**src/rtl/reg_write_back_pkg.sv**
```systemverilog
// rtl/reg_write_back_pkg.sv - instruction type, result source and FSM state codes for write-back
package reg_write_back_pkg;

    localparam logic [2:0] TYPER = 3'd0;
    localparam logic [2:0] TYPEI = 3'd1;
    localparam logic [2:0] TYPES = 3'd2;
    localparam logic [2:0] TYPEB = 3'd3;
    localparam logic [2:0] TYPEU = 3'd4;
    localparam logic [2:0] TYPEJ = 3'd5;

    localparam logic [1:0] WB_SEL_ALU = 2'd0;
    localparam logic [1:0] WB_SEL_MEM = 2'd1;
    localparam logic [1:0] WB_SEL_PC4 = 2'd2;
    localparam logic [1:0] WB_SEL_IMM = 2'd3;

    typedef enum logic {
        WB_IDLE     = 1'b0,
        WB_WAIT_MEM = 1'b1
    } wb_state_t;

    // Stores and branches retire without touching the register file.
    function automatic logic type_writes(input logic [2:0] instr_type);
        return (instr_type == TYPER) || (instr_type == TYPEI) ||
               (instr_type == TYPEU) || (instr_type == TYPEJ);
    endfunction

endpackage

```
**src/rtl/reg_write_back_if.sv**
```systemverilog
// rtl/reg_write_back_if.sv - write-back request, load return and decode read-port bundle
interface reg_write_back_if #(
    parameter int XLEN = 32
);
    logic            wb_valid_i;
    logic [2:0]      instr_type_i;
    logic [4:0]      rd_i;
    logic [1:0]      wb_sel_i;
    logic [XLEN-1:0] alu_result_i;
    logic [XLEN-1:0] mem_rdata_i;
    logic            mem_rvalid_i;
    logic [XLEN-1:0] pc_i;
    logic [XLEN-1:0] imm_i;
    logic [4:0]      rs1_i;
    logic [4:0]      rs2_i;
    logic            valid_src1_i;
    logic            valid_src2_i;
    logic [XLEN-1:0] val1_o;
    logic [XLEN-1:0] val2_o;
    logic            stall_o;
    logic            load_err_o;
    logic [31:0]     retired_cnt_o;

    modport master (
        output wb_valid_i, instr_type_i, rd_i, wb_sel_i, alu_result_i,
               mem_rdata_i, mem_rvalid_i, pc_i, imm_i,
               rs1_i, rs2_i, valid_src1_i, valid_src2_i,
        input  val1_o, val2_o, stall_o, load_err_o, retired_cnt_o
    );

    modport slave (
        input  wb_valid_i, instr_type_i, rd_i, wb_sel_i, alu_result_i,
               mem_rdata_i, mem_rvalid_i, pc_i, imm_i,
               rs1_i, rs2_i, valid_src1_i, valid_src2_i,
        output val1_o, val2_o, stall_o, load_err_o, retired_cnt_o
    );

endinterface

```
**src/rtl/reg_write_back_regfile_storage.sv**
```systemverilog
// rtl/reg_write_back_regfile_storage.sv - architectural register array, one write port, two async read ports
module regfile_storage #(
    parameter int XLEN  = 32,
    parameter int NREGS = 32
) (
    input  logic            clk_i,
    input  logic            rst_n_i,
    input  logic            we,
    input  logic [4:0]      waddr,
    input  logic [XLEN-1:0] wdata,
    input  logic [4:0]      raddr1,
    input  logic [4:0]      raddr2,
    output logic [XLEN-1:0] rdata1,
    output logic [XLEN-1:0] rdata2
);

    logic [XLEN-1:0] regs [NREGS];

    always_ff @(posedge clk_i or negedge rst_n_i) begin
        if (!rst_n_i) begin
            for (int i = 0; i < NREGS; i++) begin
                regs[i] <= '0;
            end
        end else if (we && (waddr != 5'd0)) begin
            regs[waddr] <= wdata;
        end
    end

    // x0 reads as zero regardless of what the array holds.
    assign rdata1 = (raddr1 == 5'd0) ? '0 : regs[raddr1];
    assign rdata2 = (raddr2 == 5'd0) ? '0 : regs[raddr2];

endmodule

```
**src/rtl/reg_write_back.sv**
```systemverilog
// rtl/reg_write_back.sv - write-back FSM, source mux, load timeout, retire counter; WB_BYPASS_EN enables same-cycle read forwarding
module reg_write_back
    import reg_write_back_pkg::*;
#(
    parameter int XLEN         = 32,
    parameter int NREGS        = 32,
    parameter int LOAD_TIMEOUT = 16
) (
    input  logic             clk_i,
    input  logic             rst_n_i,
    reg_write_back_if.slave  bus
);

    localparam int CW = $clog2(LOAD_TIMEOUT + 1);

    wb_state_t       state;
    logic [CW-1:0]   wait_cnt;
    logic [4:0]      rd_q;
    logic            load_err;
    logic [31:0]     retired_cnt;

    logic [XLEN-1:0] src_data;
    logic [4:0]      wb_rd;
    logic            wr_en;
    logic [4:0]      wr_addr;
    logic [XLEN-1:0] wr_data;
    logic            retire;
    logic            enter_wait;
    logic            timeout;
    logic [XLEN-1:0] rdata1;
    logic [XLEN-1:0] rdata2;

    always_comb begin
        case (bus.wb_sel_i)
            WB_SEL_ALU: src_data = bus.alu_result_i;
            WB_SEL_MEM: src_data = bus.mem_rdata_i;
            WB_SEL_PC4: src_data = bus.pc_i + XLEN'(4);
            default:    src_data = bus.imm_i;
        endcase
    end

    // Non-writing types are folded onto x0 so the rest of the path needs no type check.
    assign wb_rd = type_writes(bus.instr_type_i) ? bus.rd_i : 5'd0;

    always_comb begin
        wr_en      = 1'b0;
        wr_addr    = wb_rd;
        wr_data    = src_data;
        retire     = 1'b0;
        enter_wait = 1'b0;
        timeout    = 1'b0;
        if (state == WB_IDLE) begin
            if (bus.wb_valid_i) begin
                if ((bus.wb_sel_i == WB_SEL_MEM) && !bus.mem_rvalid_i) begin
                    enter_wait = 1'b1;
                end else begin
                    retire = 1'b1;
                    wr_en  = (wb_rd != 5'd0);
                end
            end
        end else begin
            wr_addr = rd_q;
            wr_data = bus.mem_rdata_i;
            if (bus.mem_rvalid_i) begin
                retire = 1'b1;
                wr_en  = (rd_q != 5'd0);
            end else if (wait_cnt == CW'(LOAD_TIMEOUT - 1)) begin
                timeout = 1'b1;
            end
        end
    end

    always_ff @(posedge clk_i or negedge rst_n_i) begin
        if (!rst_n_i) begin
            state       <= WB_IDLE;
            wait_cnt    <= '0;
            rd_q        <= '0;
            load_err    <= 1'b0;
            retired_cnt <= '0;
        end else begin
            if (retire) begin
                retired_cnt <= retired_cnt + 32'd1;
            end
            case (state)
                WB_IDLE: begin
                    if (enter_wait) begin
                        state    <= WB_WAIT_MEM;
                        wait_cnt <= '0;
                        rd_q     <= wb_rd;
                    end
                end
                WB_WAIT_MEM: begin
                    if (retire) begin
                        state <= WB_IDLE;
                    end else if (timeout) begin
                        load_err <= 1'b1;
                        state    <= WB_IDLE;
                    end else begin
                        wait_cnt <= wait_cnt + CW'(1);
                    end
                end
                default: state <= WB_IDLE;
            endcase
        end
    end

    regfile_storage #(
        .XLEN  (XLEN),
        .NREGS (NREGS)
    ) u_storage (
        .clk_i   (clk_i),
        .rst_n_i (rst_n_i),
        .we      (wr_en),
        .waddr   (wr_addr),
        .wdata   (wr_data),
        .raddr1  (bus.rs1_i),
        .raddr2  (bus.rs2_i),
        .rdata1  (rdata1),
        .rdata2  (rdata2)
    );

    always_comb begin
        bus.val1_o = '0;
        bus.val2_o = '0;
        if (bus.valid_src1_i && (bus.rs1_i != 5'd0)) begin
            bus.val1_o = rdata1;
`ifdef WB_BYPASS_EN
            if (wr_en && (wr_addr == bus.rs1_i)) bus.val1_o = wr_data;
`endif
        end
        if (bus.valid_src2_i && (bus.rs2_i != 5'd0)) begin
            bus.val2_o = rdata2;
`ifdef WB_BYPASS_EN
            if (wr_en && (wr_addr == bus.rs2_i)) bus.val2_o = wr_data;
`endif
        end
    end

    assign bus.stall_o       = (state == WB_WAIT_MEM) || enter_wait;
    assign bus.load_err_o    = load_err;
    assign bus.retired_cnt_o = retired_cnt;

endmodule

```
**src/flat_wrapper.sv**
```systemverilog
// flat-port wrapper written by rule: the top's interface ports become plain ports
module reg_write_back_flat import reg_write_back_pkg::*;
#(
    parameter int XLEN         = 32,
    parameter int NREGS        = 32,
    parameter int LOAD_TIMEOUT = 16
)
  (clk_i, rst_n_i, bus_wb_valid_i, bus_instr_type_i, bus_rd_i, bus_wb_sel_i, bus_alu_result_i, bus_mem_rdata_i, bus_mem_rvalid_i, bus_pc_i, bus_imm_i, bus_rs1_i, bus_rs2_i, bus_valid_src1_i, bus_valid_src2_i, bus_val1_o, bus_val2_o, bus_stall_o, bus_load_err_o, bus_retired_cnt_o);
  reg_write_back_if #(.XLEN(XLEN)) bus_i ();
  input  logic clk_i;
  input  logic rst_n_i;
  input wire logic [$bits(bus_i.wb_valid_i)-1:0] bus_wb_valid_i;
  input wire logic [$bits(bus_i.instr_type_i)-1:0] bus_instr_type_i;
  input wire logic [$bits(bus_i.rd_i)-1:0] bus_rd_i;
  input wire logic [$bits(bus_i.wb_sel_i)-1:0] bus_wb_sel_i;
  input wire logic [$bits(bus_i.alu_result_i)-1:0] bus_alu_result_i;
  input wire logic [$bits(bus_i.mem_rdata_i)-1:0] bus_mem_rdata_i;
  input wire logic [$bits(bus_i.mem_rvalid_i)-1:0] bus_mem_rvalid_i;
  input wire logic [$bits(bus_i.pc_i)-1:0] bus_pc_i;
  input wire logic [$bits(bus_i.imm_i)-1:0] bus_imm_i;
  input wire logic [$bits(bus_i.rs1_i)-1:0] bus_rs1_i;
  input wire logic [$bits(bus_i.rs2_i)-1:0] bus_rs2_i;
  input wire logic [$bits(bus_i.valid_src1_i)-1:0] bus_valid_src1_i;
  input wire logic [$bits(bus_i.valid_src2_i)-1:0] bus_valid_src2_i;
  output wire logic [$bits(bus_i.val1_o)-1:0] bus_val1_o;
  output wire logic [$bits(bus_i.val2_o)-1:0] bus_val2_o;
  output wire logic [$bits(bus_i.stall_o)-1:0] bus_stall_o;
  output wire logic [$bits(bus_i.load_err_o)-1:0] bus_load_err_o;
  output wire logic [$bits(bus_i.retired_cnt_o)-1:0] bus_retired_cnt_o;
  assign bus_i.wb_valid_i = bus_wb_valid_i;
  assign bus_i.instr_type_i = bus_instr_type_i;
  assign bus_i.rd_i = bus_rd_i;
  assign bus_i.wb_sel_i = bus_wb_sel_i;
  assign bus_i.alu_result_i = bus_alu_result_i;
  assign bus_i.mem_rdata_i = bus_mem_rdata_i;
  assign bus_i.mem_rvalid_i = bus_mem_rvalid_i;
  assign bus_i.pc_i = bus_pc_i;
  assign bus_i.imm_i = bus_imm_i;
  assign bus_i.rs1_i = bus_rs1_i;
  assign bus_i.rs2_i = bus_rs2_i;
  assign bus_i.valid_src1_i = bus_valid_src1_i;
  assign bus_i.valid_src2_i = bus_valid_src2_i;
  assign bus_val1_o = bus_i.val1_o;
  assign bus_val2_o = bus_i.val2_o;
  assign bus_stall_o = bus_i.stall_o;
  assign bus_load_err_o = bus_i.load_err_o;
  assign bus_retired_cnt_o = bus_i.retired_cnt_o;
  reg_write_back #(.XLEN(XLEN), .NREGS(NREGS), .LOAD_TIMEOUT(LOAD_TIMEOUT)) u_core (.clk_i(clk_i), .rst_n_i(rst_n_i), .bus(bus_i));
endmodule
```
**config.mk**
```make
export PLATFORM = sky130hd
export DESIGN_NAME = reg_write_back_flat
export DESIGN_NICKNAME = d
export VERILOG_FILES = /design/src/rtl/reg_write_back_pkg.sv /design/src/rtl/reg_write_back_if.sv /design/src/rtl/reg_write_back_regfile_storage.sv /design/src/rtl/reg_write_back.sv /design/src/flat_wrapper.sv
export SDC_FILE = /design/constraint.sdc
export NUM_CORES = 2
export LEC_CHECK = 0
export BUFFER_PORTS_ARGS = -buffer_cell sky130_fd_sc_hd__buf_2
export CORE_ASPECT_RATIO = 1.5
export CORE_MARGIN = 2
export CORE_UTILIZATION = 35
export CTS_BUF_LIST = sky130_fd_sc_hd__clkbuf_16
export DETAILED_ROUTE_END_ITERATION = 8
export PLACE_DENSITY_LB_ADDON = 0.12
export SYNTH_ARGS = -nofsm -noshare
export SYNTH_HDL_FRONTEND = slang
export SYNTH_HIERARCHICAL = 1
export SYNTH_SLANG_ARGS = --single-unit
export TNS_END_PERCENT = 50
```
**constraint.sdc**
```tcl
create_clock -name clk_i -period 10.04 [get_ports clk_i]
set_clock_uncertainty 0.1 [all_clocks]
set_input_delay 0.502 -clock clk_i [delete_from_list [all_inputs] [get_ports clk_i]]
set_output_delay 0.502 -clock clk_i [all_outputs]
set_load 0.02 [all_outputs]
```
; ---- Word level (Yosys, flattened, before mapping)
; Cells that the tools add are included.
[totals]
regBits = 1068
latch_bits = 0
mem_bits_rw = 0
romBits = 0
input_bits = 154
output_inout_bits = 98
word_cells = 119
mem_count = 0
[classes]
addsub = 3
mul = 0
n_div = 0
magnitude_cmp = 4
eq_ne = 9
shift = 0
muxes = 39
bitwise_logic = 5
reduce_logical = 22
[op_table]
columns = cell, n
row1 = 1024-bit bitwise mux, 1
row2 = 32-bit binary-select mux with 5-bit select, 2
row3 = 32-bit 2-to-1 mux, 10
row4 = 32-bit demux with 5-bit select, 1
row5 = 32-bit one-hot mux with 3 select lines, 1
row6 = 32-bit by 1-bit adder with 32-bit output (second input constant), 1
row7 = 32-bit by 3-bit adder with 32-bit output (second input constant), 1
row8 = 5-bit 2-to-1 mux, 5
row9 = 5-bit nonzero test, 5
row10 = 6-bit greater-or-equal comparator (second input constant), 3
row11 = 5-bit inverter with 6-bit output, 3
row12 = 1-bit 2-to-1 mux, 17
row13 = 5-bit zero test, 2
row14 = 5-bit one-hot mux with 2 select lines, 1
row15 = 3-bit equality test (second input constant), 2
row16 = 6-bit by 1-bit less-than comparator with 1-bit output (second input constant), 1
row17 = 3-bit AND reduction, 2
row18 = 5-bit by 1-bit adder with 5-bit output (second input constant), 1
row19 = 5-bit by 4-bit equality test with 1-bit output (second input constant), 1
row20 = 1-bit logical AND, 5
row21 = 1-bit logical OR, 4
row22 = 2-bit inequality test (second input constant), 2
row23 = 3-bit by 1-bit equality test with 1-bit output (second input constant), 1
row24 = 3-bit zero test, 1
row25 = 8 further kinds, 9

; ---- Depth between registers and ports, before layout
[depth]
ltp_word = 12
depth_mapped = 12
ltp_nobuf = 8

; ---- Cells and area by module
; Netlist, hierarchy kept.
[modules_own_cells]
columns = mod, instances, cells_each, area_each_um2, seq_area_each_um2
row1 = regfile_storage, 1, 3514, 54019.3, 25624.6
row2 = reg_write_back, 1, 566, 4431.8, 1101.1

; ---- Least setup slack after synthesis
; OpenSTA, ideal clock, no wires.
[synth_timing]
kind = flip-flop to flip-flop
startpoint = register u_core.state
endpoint = register u_core/u_storage/regs[641] (netlist name)
setup_ns = 0.125
arrival_ns = 3.064
required_time_ns = 9.815
path_slack_ns = 6.751
stages_incl_launch_ff = 13
n_path_buf = 6
period_less_slack_ns = 3.289
cell_sequence = dfrtp_1 -> clkbuf_1 -> clkbuf_1 -> clkbuf_1 -> clkbuf_1 -> nand2_1 -> o21ai_0 -> nor2b_1 -> nor2b_1 -> nor2b_1 -> clkbuf_1 -> buf_2 -> mux2_2
[synth_via]
elab_chain_cells = 7
elab_cells_between_ends = 12
cone_classes = 2 x order compare / 6 x mux / 1 x bitwise / 3 x reduce/logical
[synth_lines]
columns = element, line
row1 = start: declaration, reg_write_back.sv:16  ; wb_state_t state;
row2 = start signal: assignment, reg_write_back.sv:75  ; state <= WB_IDLE;
row3 = start signal: assignment, reg_write_back.sv:87  ; state <= WB_WAIT_MEM;
row4 = start signal: assignment, reg_write_back.sv:94  ; state <= WB_IDLE;
row5 = 5-bit 2-to-1 mux (*), reg_write_back.sv:52  ; if (state == WB_IDLE) begin
row6 = via u_core.wr_addr[3], reg_write_back.sv:25  ; logic [4:0] wr_addr;
row7 = 5-bit inverter with 6-bit output (not written as such), reg_write_back_regfile_storage.sv:25  ; regs[waddr] <= wdata;
row8 = 6-bit greater-or-equal comparator (not written as such) / 6-bit by 1-bit less-than comparator with 1-bit output (equally long branches), reg_write_back_regfile_storage.sv:25
row9 = 1-bit logical AND (not written as such), reg_write_back_regfile_storage.sv:25
row10 = 32-bit 2-to-1 mux (not written as such), reg_write_back_regfile_storage.sv:25
row11 = 32-bit demux with 5-bit select, reg_write_back_regfile_storage.sv:25
row12 = 1024-bit bitwise mux, reg_write_back_regfile_storage.sv:25
row13 = end signal: indexed assignment, reg_write_back_regfile_storage.sv:25
row14 = end: declaration, reg_write_back_regfile_storage.sv:17  ; logic [XLEN-1:0] regs [NREGS];
; Mark *: on every way through the listed nets, which the timed path passes. The rest lies on a longest branch.
; A chain may end at the register's enable or synchronous reset.

; ---- Worst setup path in the final report
[layout_timing]
startpoint = input bus_rs2_i[3]
endpoint = output bus_val2_o[0]
[layout_via]
elab_chain_cells = 6
elab_cells_between_ends = 9
cone_classes = 5 x mux / 1 x bitwise / 3 x reduce/logical
[layout_lines]
columns = element, line
row1 = start: declaration, flat_wrapper.sv:22  ; input wire logic [$bits(bus_i.rs2_i)-1:0] bus_rs2_i;
row2 = 5-bit inverter with 6-bit output (not written as such), reg_write_back_regfile_storage.sv:31  ; assign rdata2 = (raddr2 == 5'd0) ? '0 : regs[raddr2];
row3 = 32-bit binary-select mux with 5-bit select, reg_write_back_regfile_storage.sv:31
row4 = 32-bit 2-to-1 mux (not written as such) (2 in series), reg_write_back_regfile_storage.sv:31
row5 = 32-bit 2-to-1 mux (*), reg_write_back_regfile_storage.sv:31
row6 = via u_core.rdata2[0], reg_write_back.sv:31  ; logic [XLEN-1:0] rdata2;
row7 = 32-bit 2-to-1 mux (*), reg_write_back.sv:131  ; if (bus.valid_src2_i && (bus.rs2_i != 5'd0)) begin
row8 = end: declaration, flat_wrapper.sv:26  ; output wire logic [$bits(bus_i.val2_o)-1:0] bus_val2_o;
; Mark *: on every way through the listed nets, which the timed path passes. The rest lies on a longest branch. The select of a mux whose other input is x is not followed.

==> flow_results.xml <==
<?xml version="1.0" encoding="UTF-8"?>
<metrics>
  <group name="run_status">
    <metric name="outcome" unit="">finished clean</metric>
  </group>
  <group name="power">
    <metric name="power.density_cell_area" unit="nW/um^2">178</metric>
    <metric name="irDropWorstVdd" unit="uV">131</metric>
    <metric name="power.leakage" unit="nW">29.5</metric>
  </group>
  <group name="logic_synthesis">
    <metric name="synth_cell_types" unit="">63</metric>
    <metric name="synthesis.area" unit="um^2">58500</metric>
    <metric name="fraction_of_synthesis_flops_using_an_asynchronous_set_or_reset_pin" unit="%">100</metric>
    <metric name="yosys_warning_total" unit="">6</metric>
    <metric name="synth-seq-cells" unit="">1068</metric>
    <metric name="syn_area_per_cell" unit="um^2">14.3</metric>
    <metric name="ys_seq_area_share" unit="%">45.7</metric>
    <metric name="synth-edff-count" unit="">0</metric>
    <metric name="postSynth.topFlopCell" unit="">dfrtp_1</metric>
    <metric name="synth_cells" unit="">4080</metric>
    <metric name="mappedNetlistNets" unit="">4238</metric>
  </group>
  <group name="floorplan">
    <metric name="initial_utilization" unit="%">35.3</metric>
    <metric name="die-height" unit="um">505</metric>
    <metric name="placeable_core_region" unit="um^2">166000</metric>
    <metric name="total_die_area" unit="um^2">170000</metric>
    <metric name="fp.dieW" unit="um">338</metric>
    <metric name="floorplan.rows" unit="">183</metric>
    <metric name="boundaryPins" unit="">252</metric>
  </group>
  <group name="critical_path">
    <metric name="worst_path_largest_cell_delay" unit="ns">0.68</metric>
    <metric name="worst_setup_path_end_kind" unit="">output pin</metric>
    <metric name="worst-path-buf-inv" unit="">5</metric>
    <metric name="startpoint_type" unit="">input pin</metric>
    <metric name="worst-endpoint-arrival" unit="ns">4.38</metric>
    <metric name="timing.critical_path.fanout_max" unit="">27</metric>
    <metric name="reg2reg_setup_slack" unit="ns">5.43</metric>
    <metric name="critPathKind" unit="">input pin to output pin</metric>
    <metric name="critical-path-slowest-cell" unit="">buf_4</metric>
    <metric name="timing.critical_path.mode_cell" unit="">buf_4</metric>
    <metric name="worst_path_dominant_cell_family" unit="">buffers and inverters</metric>
    <metric name="crit_path_cell_trace" unit="">buf_2 -&gt; buf_4 -&gt; nor2b_4 -&gt; buf_4 -&gt; buf_4 -&gt; a22o_1 -&gt; a211oi_1 -&gt; nor3_1 -&gt; and2_1 -&gt; buf_2</metric>
    <metric name="worst_path_required" unit="ns">9.44</metric>
  </group>
  <group name="clock_tree">
    <metric name="cts.hold.buffers_added" unit="">12</metric>
    <metric name="cts_tree" unit="">yes</metric>
    <metric name="worst_setup_hold_path_clk_slew" unit="ns">0.06</metric>
    <metric name="ctsLongestPathBuffers" unit="">3</metric>
    <metric name="post_cts_resized" unit="">0</metric>
    <metric name="cts_max_level" unit="">3</metric>
    <metric name="postCtsSetupRepairBufs" unit="">0</metric>
    <metric name="clockRootBuffer" unit="">clkbuf_16</metric>
    <metric name="insertion_delay" unit="ns">0.75</metric>
    <metric name="numCtsBuffers" unit="">113</metric>
    <metric name="cts.sink_count" unit="">1068</metric>
  </group>
  <group name="global_route">
    <metric name="grt.total_usage" unit="%">24.0</metric>
    <metric name="grt.overflow.total" unit="">0</metric>
    <metric name="maximum_number_of_pins_on_one_net_before_global_route_repair" unit="">172</metric>
    <metric name="first_global_vias" unit="">40315</metric>
    <metric name="grt_first_pass_wirelength" unit="um">295000</metric>
    <metric name="number_of_antenna_violations_at_the_first_check_in_global_routing" unit="">15</metric>
  </group>
  <group name="timing">
    <metric name="hold_slack" unit="ns">0.131</metric>
    <metric name="hold_viol_final" unit="">0</metric>
    <metric name="report.final.setup_viol" unit="">0</metric>
    <metric name="totalNegativeSetupSlack" unit="ns">0</metric>
    <metric name="report.final.slew_viol_count" unit="">0</metric>
    <metric name="slew-limit-headroom" unit="%">17.8</metric>
    <metric name="period_utilisation_layout" unit="%">49.6</metric>
    <metric name="worst_margin_slew" unit="ns">1.23</metric>
    <metric name="unrepaired_setup_endpoints_after_global_routing" unit="">false</metric>
    <metric name="fmax" unit="GHz">0.201</metric>
    <metric name="fin_crit" unit="ns">4.98</metric>
  </group>
  <group name="cells_and_area">
    <metric name="syn_to_final_growth" unit="%">12.2</metric>
    <metric name="post-route-util" unit="%">39.6</metric>
    <metric name="multiInputGateArea" unit="um^2">30000</metric>
    <metric name="layout.area.seq" unit="um^2">26700</metric>
    <metric name="final_design_area_no_fill" unit="um^2">65600</metric>
    <metric name="layout-drive-gt1-share" unit="%">49.5</metric>
    <metric name="finish.net_count" unit="">4253</metric>
    <metric name="num-fill-cells" unit="">15808</metric>
    <metric name="post_route_non_filler_standard_cell_count" unit="">6413</metric>
  </group>
  <group name="placement">
    <metric name="postPlaceCellArea" unit="um^2">61800</metric>
    <metric name="globalplace.congestion" unit="">0.770</metric>
    <metric name="placedCellCount" unit="">6188</metric>
    <metric name="place.port_buffers" unit="">249</metric>
    <metric name="hpwlAfterDp" unit="um">118000</metric>
  </group>
  <group name="routing">
    <metric name="detail_route.first_pass.iterations" unit="">5</metric>
    <metric name="drt-initial-drc-count" unit="">2796</metric>
    <metric name="route.detailed.vias_per_inst" unit="">5.93</metric>
    <metric name="remaining_drc_errors" unit="">0</metric>
    <metric name="routed-via-count" unit="">38003</metric>
    <metric name="post_drt_wl_per_cell" unit="um">31.8</metric>
    <metric name="antenna_left" unit="">0</metric>
    <metric name="totalWireLength" unit="um">204000</metric>
  </group>
  <group name="job">
    <metric name="max_cap_viols" unit="">0</metric>
  </group>
  <group name="hold_path">
    <metric name="hold_path_class" unit="">input pin to flip-flop</metric>
  </group>
</metrics>
[stage by stage]
| stage | worst slack (ns) | power [mW] |
|---|---|---|
| after detailed placement | 4.97 | 7.57 |
| after global placement | 4.97 | 7.52 |
| after global routing | 4.92 | 12.2 |
| after floorplan | 6.75 | 6.80 |
| final | 5.06 | 11.7 |
| after CTS | 4.97 | 11.8 |
[tightest hold or removal path: cells and delay by family]
family | cells | cell delay, ns
and+or+nand+nor | 1 | 0.16
buffers and inverters | 1 | 0.12
AOI/OAI and AO/OA | 1 | 0.15
[cell type report]
type | count | share of cell area [%]
sequential | 1068 | 40.8
inverter | 23 | 0.132
clock buffer | 115 | 4.39
tap | 2220 | 4.24
timing repair buffer | 360 | 3.55
clock inverter | 95 | 1.10
antenna | 3 | 0.0114
multi-input combinational | 2529 | 45.8
[state kept, by name, summed over array words and instances (netlist names)]
| register | cells |
|---|---|
| u_core/bus.retired_cnt_o | 32 |
| u_core/wait_cnt | 5 |
| u_core/state | 1 |
| u_core/u_storage/regs | 1024 |
| u_core/bus.load_err_o | 1 |
| u_core/rd_q | 5 |
[cells in the final DEF (no fill, tap or decap), types with 19 or more instances in the layout]
cell type / netlist / layout
a2111oi_0: 26 / 26
a211oi_1: 38 / 38
a21oi_1: 21 / 21
a22o_1: 69 / 69
a22oi_1: 19 / 19
and2_1: 70 / 69
buf_2: 97 / 240
buf_4: 36 / 89
clkbuf_16: 0 / 115
clkinv_1: 0 / 31
clkinv_2: 0 / 21
dfrtp_1: 1068 / 1067
inv_1: 23 / 45
mux2_2: 1021 / 1021
mux2i_1: 166 / 166
mux4_2: 469 / 469
nand2_1: 69 / 56
nand3_1: 31 / 26
nor2_1: 33 / 20
nor2b_1: 25 / 21
nor3_1: 80 / 79
nor4_1: 20 / 19
o21ai_0: 23 / 22
o221ai_1: 26 / 26
o22ai_1: 102 / 102
xor2_1: 28 / 28
[routing by layer]
| layer | track usage (%) | part of all wire (%) | routed length [um] |
|---|---|---|---|
| met3 | 3.14 | 4.6 | 9470 |
| met5 | 0 | 0.0079 | 16 |
| met4 | 7.60 | 3.1 | 6290 |
| met1 | 30.2 | 41 | 82800 |
| met2 | 42.3 | 52 | 105000 |
[synth_stat cells (all sizes together), types with 5 or more instances]
| cell type | count | area, um^2 |
|---|---|---|
| dfrtp | 1068 | 26700 |
| mux2 | 1025 | 11500 |
| mux4 | 469 | 10600 |
| clkbuf | 248 | 931 |
| buf | 212 | 1150 |
| mux2i | 166 | 1660 |
| o22ai | 102 | 638 |
| nor3 | 80 | 400 |
| and2 | 70 | 438 |
| a22o | 69 | 604 |
| nand2 | 69 | 259 |
| a211oi | 38 | 285 |
| nor2 | 33 | 124 |
| nand3 | 31 | 155 |
| xor2 | 28 | 245 |
| a2111oi | 26 | 228 |
| nor4 | 26 | 200 |
| o221ai | 26 | 228 |
| nor2b | 25 | 156 |
| inv | 23 | 86.3 |
| o21ai | 23 | 115 |
| a21oi | 21 | 105 |
| a22oi | 19 | 143 |
| nand2b | 18 | 113 |
| nand4 | 16 | 115 |
| xnor2 | 14 | 123 |
| a222oi | 13 | 130 |
| or3 | 11 | 68.8 |
| a221oi | 10 | 87.6 |
| or4 | 10 | 78.8 |
| and3 | 8 | 50.1 |
| o211ai | 8 | 60.1 |
| a21o | 6 | 45.0 |
| nand4b | 6 | 52.6 |
| and4 | 5 | 43.8 |
| nor3b | 5 | 37.5 |
| o311ai | 5 | 43.8 |
[power breakdown]
group / leakage, nW / switching [mW] / internal [mW] / total (mW)
sequential: 14.5 / 0.438 / 4.88 / 5.32
clock: 1.86 / 1.87 / 2.33 / 4.19
combinational: 13.2 / 1.02 / 1.15 / 2.17
total: 29.5 / 3.32 / 8.36 / 11.7
[path summary, 6_finish.rpt]
check / start / depth (start not counted) / to
hold / removal: bus_wb_valid_i / 3 / u_core/wait_cnt[3]
min in group asynchronous: rst_n_i / 2 / u_core/u_storage/regs[189]
setup reg to reg: u_core/state / 7 / u_core/u_storage/regs[794]
setup / recovery: bus_rs2_i[3] / 10 / bus_val2_o[0]
max in group asynchronous: rst_n_i / 4 / u_core/u_storage/regs[939]
hold reg to reg: u_core/u_storage/regs[1007] / 0 / u_core/u_storage/regs[1007]
[kinds of logic after synthesis]
kind of cell | share of synthesized area, %
buffers and inverters | 3.71
xor gates and xnor gates | 0.629
muxes | 40.7
DFF | 45.7
and+or+nand+nor | 4.11
adders and majority gates | 0.0856
AOI/OAI and AO/OA | 5.08
No activity file was read; power rests on OpenSTA's default activity.
